--- src/rtl/mt9v032_pkg.sv ---
// rtl/mt9v032_pkg.sv - shared state encoding and FIFO entry layout for the mt9v032 pixel stream
package mt9v032_pkg;

  typedef enum logic [1:0] {
    ST_SYNC   = 2'd0,
    ST_ARMED  = 2'd1,
    ST_ACTIVE = 2'd2,
    ST_DROP   = 2'd3
  } px_state_t;

  // Marker bits sit directly above the pixel data in each FIFO entry.
  localparam int MK_SOF = 0;
  localparam int MK_EOL = 1;
  localparam int MK_EOF = 2;
  localparam int MK_W   = 3;

  function automatic logic [MK_W-1:0] pack_marks(input logic sof, input logic eol, input logic eof);
    logic [MK_W-1:0] mk;
    mk         = '0;
    mk[MK_SOF] = sof;
    mk[MK_EOL] = eol;
    mk[MK_EOF] = eof;
    return mk;
  endfunction

endpackage

--- src/rtl/mt9v032_px_fifo.sv ---
// rtl/mt9v032_px_fifo.sv - synchronous show-ahead FIFO; a full FIFO still accepts a push when popped
module mt9v032_px_fifo
#(
  parameter int W    = 13,
  parameter int ADDR = 4
)
(
  input  logic         clk,
  input  logic         rst_n,
  input  logic         push,
  input  logic [W-1:0] push_data,
  input  logic         pop,
  output logic [W-1:0] pop_data,
  output logic         full,
  output logic         empty
);

  localparam int DEPTH = 1 << ADDR;

  logic [W-1:0]    mem [DEPTH];
  logic [ADDR-1:0] wr_ptr;
  logic [ADDR-1:0] rd_ptr;
  logic [ADDR:0]   count;
  logic            do_push;
  logic            do_pop;

  assign full     = (count == (ADDR+1)'(DEPTH));
  assign empty    = (count == '0);
  assign do_pop   = pop & ~empty;
  assign do_push  = push & (~full | do_pop);
  assign pop_data = mem[rd_ptr];

  always_ff @(posedge clk or negedge rst_n) begin
    if (!rst_n) begin
      wr_ptr <= '0;
      rd_ptr <= '0;
      count  <= '0;
    end else begin
      if (do_push) wr_ptr <= wr_ptr + ADDR'(1);
      if (do_pop)  rd_ptr <= rd_ptr + ADDR'(1);
      case ({do_push, do_pop})
        2'b10:   count <= count + (ADDR+1)'(1);
        2'b01:   count <= count - (ADDR+1)'(1);
        default: count <= count;
      endcase
    end
  end

  always_ff @(posedge clk) begin
    if (do_push) mem[wr_ptr] <= push_data;
  end

endmodule

--- src/rtl/mt9v032_px_stream.sv ---
// rtl/mt9v032_px_stream.sv - turns sensor px/line_valid/frame_valid into a marked valid/ready stream
// with line/frame statistics and sticky overflow/line-width error flags.
module mt9v032_px_stream
  import mt9v032_pkg::*;
#(
  parameter int DATA = 10,
  parameter int ADDR = 4,
  parameter int XB   = 10,
  parameter int YB   = 10
)
(
  input  logic            clk,
  input  logic            rst_n,
  input  logic [DATA-1:0] px,
  input  logic            line_valid,
  input  logic            frame_valid,
  input  logic            out_ready,
  output logic            out_valid,
  output logic [DATA-1:0] out_data,
  output logic            out_sof,
  output logic            out_eol,
  output logic            out_eof,
  input  logic            clear_err,
  output logic            overflow,
  output logic            line_err,
  output logic            stats_valid,
  output logic [XB-1:0]   line_width,
  output logic [YB-1:0]   frame_height
);

  localparam int EW = DATA + MK_W;

  logic [DATA-1:0] px_q;
  logic            lv_q, lv_d, fv_q, fv_d;
  logic            fv_rise, fv_fall, lv_fall, strobe;

  px_state_t       state, state_nx;
  logic            refused, in_frame, take, frame_start, frame_end, line_end;

  logic            hold_valid, hold_valid_nx;
  logic            hold_sof, hold_sof_nx;
  logic            hold_eol, hold_eol_nx;
  logic            sof_pend, sof_pend_nx;
  logic [DATA-1:0] hold_data, hold_data_nx;

  logic            push_valid, push_nx;
  logic [EW-1:0]   push_entry, entry_nx;

  logic            fifo_full, fifo_empty, pop;
  logic [EW-1:0]   fifo_data;

  logic [XB-1:0]   x, ref_w, x_inc, ref_after;
  logic [YB-1:0]   y, y_inc, y_after;
  logic            err_evt;

  // frame_valid samples reset to 1 so a reset released mid-frame is seen as "frame in progress".
  always_ff @(posedge clk or negedge rst_n) begin
    if (!rst_n) begin
      px_q <= '0;
      lv_q <= 1'b0;
      lv_d <= 1'b0;
      fv_q <= 1'b1;
      fv_d <= 1'b1;
    end else begin
      px_q <= px;
      lv_q <= line_valid;
      lv_d <= lv_q;
      fv_q <= frame_valid;
      fv_d <= fv_q;
    end
  end

  assign fv_rise = fv_q & ~fv_d;
  assign fv_fall = ~fv_q & fv_d;
  assign lv_fall = ~lv_q & lv_d;
  assign strobe  = fv_q & lv_q;

  assign out_valid = ~fifo_empty;
  assign pop       = out_valid & out_ready;
  assign refused   = push_valid & fifo_full & ~pop;

  assign in_frame    = (state == ST_ACTIVE) | ((state == ST_ARMED) & fv_rise);
  assign take        = in_frame & ~refused;
  assign frame_start = take & (state == ST_ARMED);
  assign frame_end   = take & (state == ST_ACTIVE) & fv_fall;
  assign line_end    = take & (state == ST_ACTIVE) & lv_fall;

  always_ff @(posedge clk or negedge rst_n) begin
    if (!rst_n) state <= ST_SYNC;
    else        state <= state_nx;
  end

  always_comb begin
    state_nx = state;
    case (state)
      ST_SYNC:   if (!fv_q)   state_nx = ST_ARMED;
      ST_ARMED:  if (fv_rise) state_nx = ST_ACTIVE;
      ST_ACTIVE: if (fv_fall) state_nx = ST_ARMED;
      ST_DROP:   if (!fv_q)   state_nx = ST_ARMED;
      default:                state_nx = ST_SYNC;
    endcase
    if (refused) state_nx = ST_DROP;
  end

  // One-entry hold stage: a pixel's eol/eof is only known once the next event arrives.
  always_comb begin
    hold_valid_nx = hold_valid;
    hold_sof_nx   = hold_sof;
    hold_eol_nx   = hold_eol;
    hold_data_nx  = hold_data;
    sof_pend_nx   = sof_pend;
    push_nx       = 1'b0;
    entry_nx      = {pack_marks(hold_sof, hold_eol, 1'b0), hold_data};
    if (take) begin
      if (strobe) begin
        push_nx       = hold_valid;
        hold_valid_nx = 1'b1;
        hold_data_nx  = px_q;
        hold_sof_nx   = sof_pend | (state == ST_ARMED);
        hold_eol_nx   = 1'b0;
        sof_pend_nx   = 1'b0;
      end else if (fv_fall) begin
        push_nx       = hold_valid;
        entry_nx      = {pack_marks(hold_sof, 1'b1, 1'b1), hold_data};
        hold_valid_nx = 1'b0;
        sof_pend_nx   = 1'b0;
      end else begin
        if (lv_fall && hold_valid) hold_eol_nx = 1'b1;
        if (state == ST_ARMED)     sof_pend_nx = 1'b1;
      end
    end
    if (refused) begin
      hold_valid_nx = 1'b0;
      sof_pend_nx   = 1'b0;
    end
  end

  always_ff @(posedge clk or negedge rst_n) begin
    if (!rst_n) begin
      hold_valid <= 1'b0;
      hold_sof   <= 1'b0;
      hold_eol   <= 1'b0;
      hold_data  <= '0;
      sof_pend   <= 1'b0;
      push_valid <= 1'b0;
      push_entry <= '0;
    end else begin
      hold_valid <= hold_valid_nx;
      hold_sof   <= hold_sof_nx;
      hold_eol   <= hold_eol_nx;
      hold_data  <= hold_data_nx;
      sof_pend   <= sof_pend_nx;
      push_valid <= push_nx;
      push_entry <= entry_nx;
    end
  end

  mt9v032_px_fifo #(.W(EW), .ADDR(ADDR)) u_fifo (
    .clk       (clk),
    .rst_n     (rst_n),
    .push      (push_valid),
    .push_data (push_entry),
    .pop       (pop),
    .pop_data  (fifo_data),
    .full      (fifo_full),
    .empty     (fifo_empty)
  );

  // Stale memory contents never reach the outputs while the FIFO is empty.
  assign out_data = out_valid ? fifo_data[DATA-1:0] : '0;
  assign out_sof  = out_valid & fifo_data[DATA+MK_SOF];
  assign out_eol  = out_valid & fifo_data[DATA+MK_EOL];
  assign out_eof  = out_valid & fifo_data[DATA+MK_EOF];

  assign x_inc     = (&x) ? x : x + XB'(1);
  assign y_inc     = (&y) ? y : y + YB'(1);
  assign ref_after = (line_end && (y == '0)) ? x : ref_w;
  assign y_after   = line_end ? y_inc : y;
  assign err_evt   = line_end & (y != '0) & (x != ref_w);

  always_ff @(posedge clk or negedge rst_n) begin
    if (!rst_n) begin
      x            <= '0;
      y            <= '0;
      ref_w        <= '0;
      stats_valid  <= 1'b0;
      line_width   <= '0;
      frame_height <= '0;
      line_err     <= 1'b0;
      overflow     <= 1'b0;
    end else begin
      stats_valid <= frame_end;
      if (frame_start) begin
        x     <= XB'(strobe);
        y     <= '0;
        ref_w <= '0;
      end else if (take) begin
        if (strobe) x <= x_inc;
        if (line_end) begin
          x     <= '0;
          y     <= y_inc;
          ref_w <= ref_after;
        end
      end
      if (frame_end) begin
        line_width   <= ref_after;
        frame_height <= y_after;
      end
      if (err_evt)        line_err <= 1'b1;
      else if (clear_err) line_err <= 1'b0;
      if (refused)        overflow <= 1'b1;
      else if (clear_err) overflow <= 1'b0;
    end
  end

endmodule
--- config.mk ---
export PLATFORM = sky130hd
export DESIGN_NAME = mt9v032_px_stream
export DESIGN_NICKNAME = d
export VERILOG_FILES = /design/src/rtl/mt9v032_pkg.sv /design/src/rtl/mt9v032_px_fifo.sv /design/src/rtl/mt9v032_px_stream.sv
export SDC_FILE = /design/constraint.sdc
export NUM_CORES = 1
export LEC_CHECK = 0
export BUFFER_PORTS_ARGS = -buffer_cell sky130_fd_sc_hd__buf_2
export CAP_MARGIN = 10
export CORE_AREA = 2 2 166 168
export CTS_CLUSTER_SIZE = 24
export DETAILED_ROUTE_END_ITERATION = 8
export DIE_AREA = 0 0 168 170
export PLACE_DENSITY = 0.66
export SYNTH_ARGS = -nofsm -noshare
export SYNTH_HDL_FRONTEND = slang
export SYNTH_HIERARCHICAL = 1
export SYNTH_SLANG_ARGS = --single-unit
--- constraint.sdc ---
create_clock -name clk -period 5.1 [get_ports clk]
set_input_delay 0.255 -clock clk [delete_from_list [all_inputs] [get_ports clk]]
set_output_delay 0.255 -clock clk [all_outputs]
set_load 0.03 [all_outputs]
==> run metrics <==
Hold Fails Final Rpt 0; proportion of layout cells with a drive suffix above 1 a little over a fifth; Routed WL per cell around 21 um; Synth Area per Inst ~16 um2; Max Root-Sink Buffers 3; crit share post-route roughly 67%; Slew @ Worst Pin about 1.2 ns; Synth Cell Area 13,200 um2; Hold Crit Depth 4; initial antenna violation count 1; global-route wire length before repair 42,400 um; Area after DPL 13,800 um2; vias in the first global route just over 7,000; Final TNS setup 0 ns; Ports 53; routed wire length about 27,000 um; clock root cell clkbuf_16; drt pass-1 iters 5; Final ANT Viol Nets 0; worst setup path startpoint u_fifo/rd_ptr[0]$_DFFE_PN0N_; met3 wire length between 1000 and 1500 um; RR Endpoint u_fifo/count[3]$_DFFE_PN0P_; RSZ-0062 raised after global routing no; slowest stage delay, CP roughly 1.1 ns; relative slew slack about a fifth; CTS Buf Count 34; CP Class register to primary output; Row Count 60; Syn Nets roughly 870; htree depth 2; final instance area between 15,000 and 20,000 um2; Peak supply drop about 0.00033 V; Critical Path End Type primary output; Antenna diodes 0; IO Port Bufs 52; Post-synth top flop edfxtp_1; remaining global-route overflow 0; worst skew pair latency slightly above 0.5 ns; top sig layer met5; post-synth top area share between 40 and 50%; CP Cell Sequence mux4_1 > a22oi_1 > nand2_1 > nor2b_1 > buf_2; leading cell type in the layout, fill and taps excluded edfxtp_1; DR iter-0 viols 679; Critical Path AT roughly 3.2 ns; min Tclk post-route approximately 3.4 ns; Setup Skew about 0.02 ns; DR vias 7,385; # clock sinks 318; Setup Buffers After CTS 0; crit start category register; TritonCTS clock tree built; DRC violations left 0; top post-synthesis cells by area edfxtp_1 (47%), dfrtp_1 (20%), mux4_2 (6.0%), mux4_1 (3.4%), nand2_1 (1.8%); maximum number of pins on one net before global-route repair between 60 and 70; die footprint about 29,000 um2; M1 WL 12,300 um; Gate Count Post-Synth between 800 and 900; reg2reg path depth 13; Worst Path Required roughly 4.9 ns; Critical-path top delay cell dfrtp_4; status completed; All-Layer GR Usage ~20%; PwrDens between 500 and 600 nW/um2; yosys warns 6; initial core utilization approximately half; Post-synth EDFFs between 200 and 250; cell taking the most area after synthesis edfxtp_1; reg2reg start u_fifo/count[1]$_DFFE_PN0P_; Synth Register Bits ~320; max cap viols 0; multi-input combinational cell area 3940 um2; endpoints failing setup 0; sequential area share after synthesis approximately two thirds; CP Max Fanout 55; Reg area 9010 um2; Vias/cell just under 6; DR WL met2 between 10,000 and 15,000 um; Yosys cell types 76; Reg clk slew, reported paths around 0.06 ns; core box area about 27,000 um2; FF-to-FF setup slack about 1.7 ns; die height roughly 170 um; worst hold path class input pin to register; crit path to out_data[4]; ys async rst share 34.6%; Area growth syn-to-layout 14.4%; Placer Congestion a little under 0.8; fillers about 2,100; Chip Width between 150 and 200 um; Max Clk Rate around 0.29 GHz; Slew Limit Fails 0; commonest non-fill, non-tap cells in the layout edfxtp_1 (208), dfrtp_1 (106), nand2_1 (62); Final #Nets 944; detailed placer's ending HPWL approximately 17,000 um; LEAKAGE ~5.6 nW
==> kinds of logic after synthesis <==
logic type | Yosys count | share of synthesized area (%)
xor+xnor | 30 | 1.98
compound gates | 129 | 6.88
fa+ha+maj | 14 | 1.38
flops | 318 | 68.0
simple gates | 213 | 8.65
buf+inv | 62 | 2.40
mux | 69 | 10.7
==> stage by stage <==
step                      utilization (%)  instances  hold slack, ns  setup WS (ns)  power (W)
after floorplan                         -        835         -0.0406           2.37    0.00518
after global placement               52.0       1204           0.355           1.83    0.00584
after detailed placement             52.0       1204           0.358           1.72    0.00588
after CTS                            56.8       1278           0.203           1.60    0.00841
after global routing                 56.8       1279           0.246           1.42    0.00871
final                                56.8       1279           0.231           1.67    0.00831
==> repair_timing <==
| item | CTS | global route |
|---|---|---|
| resized for setup | 0 | 0 |
| endpoints found under the hold margin | 78 | 0 |
| hold buffers | 14 | 0 |
==> flip-flops by register name, indices dropped and copies added (netlist names), 2 cells and up <==
signal	cells
x	10
hold_data	10
px_q	10
u_fifo/mem	208
y	10
u_fifo/count	5
push_entry	13
line_width	10
state	2
u_fifo/wr_ptr	4
ref_w	10
u_fifo/rd_ptr	4
frame_height	10
==> where the power goes <==
part / leakage [nW] / total, W / internal (W) / switching [W]
clock network: 0.562 / 0.00250 / 0.00152 / 0.000981
logic: 1.75 / 0.00204 / 0.000884 / 0.00115
registers: 3.29 / 0.00378 / 0.00321 / 0.000569
==> final cells by class <==
type	instances	share of cell area, %
Clock buffer	41	6.20
Inverter	20	0.504
Multi-Input combinational cell	455	26.0
Tap cell	341	2.82
Timing Repair Buffer	85	3.60
Sequential cell	318	59.5
Clock inverter	19	1.36
==> worst min path at each step <==
stage | start | endpoint
finish | out_ready | u_fifo/count[1]$_DFFE_PN0P_
global route | out_ready | u_fifo/count[1]$_DFFE_PN0P_
CTS | out_ready | u_fifo/count[1]$_DFFE_PN0P_
detailed placement | hold_data[3]$_DFFE_PN0P_ | push_entry[3]$_DFF_PN0_
global placement | hold_data[9]$_DFFE_PN0P_ | push_entry[9]$_DFF_PN0_
floorplan | rst_n | frame_height[0]$_DFFE_PN0P_
==> cell usage after synthesis (all sizes together) (6+ instances only) <==
| master | number |
|---|---|
| nand4 | 6 |
| nand2b | 11 |
| inv | 19 |
| nor3 | 12 |
| buf | 22 |
| nor4 | 7 |
| mux2 | 13 |
| a31oi | 10 |
| nand3 | 18 |
| nor2b | 21 |
| mux4 | 52 |
| clkbuf | 20 |
| edfxtp | 208 |
| xnor2 | 26 |
| nor2 | 57 |
| o21ai | 22 |
| dfrtp | 108 |
| ha | 13 |
| a21oi | 28 |
| a22o | 13 |
| nand2 | 62 |
| and2 | 6 |
| a22oi | 26 |
==> worst max-delay path, delay by kind of cell, from the launching register on <==
family | cells | cell delay, ns
AOI/OAI and AO/OA | 1 | 0.33
buffers and inverters | 1 | 0.20
and+or+nand+nor | 2 | 0.29
muxes | 1 | 0.71
DFF | 1 | 1.12
==> layer usage <==
metal / vias to the layer above / track usage [%]
met5: - / 0
met4: 2 / 5.63
met3: 37 / 2.81
met2: 175 / 31.7
met1: 3825 / 28.0
li1: 3346 / -
(Power assumes the default switching activity.)
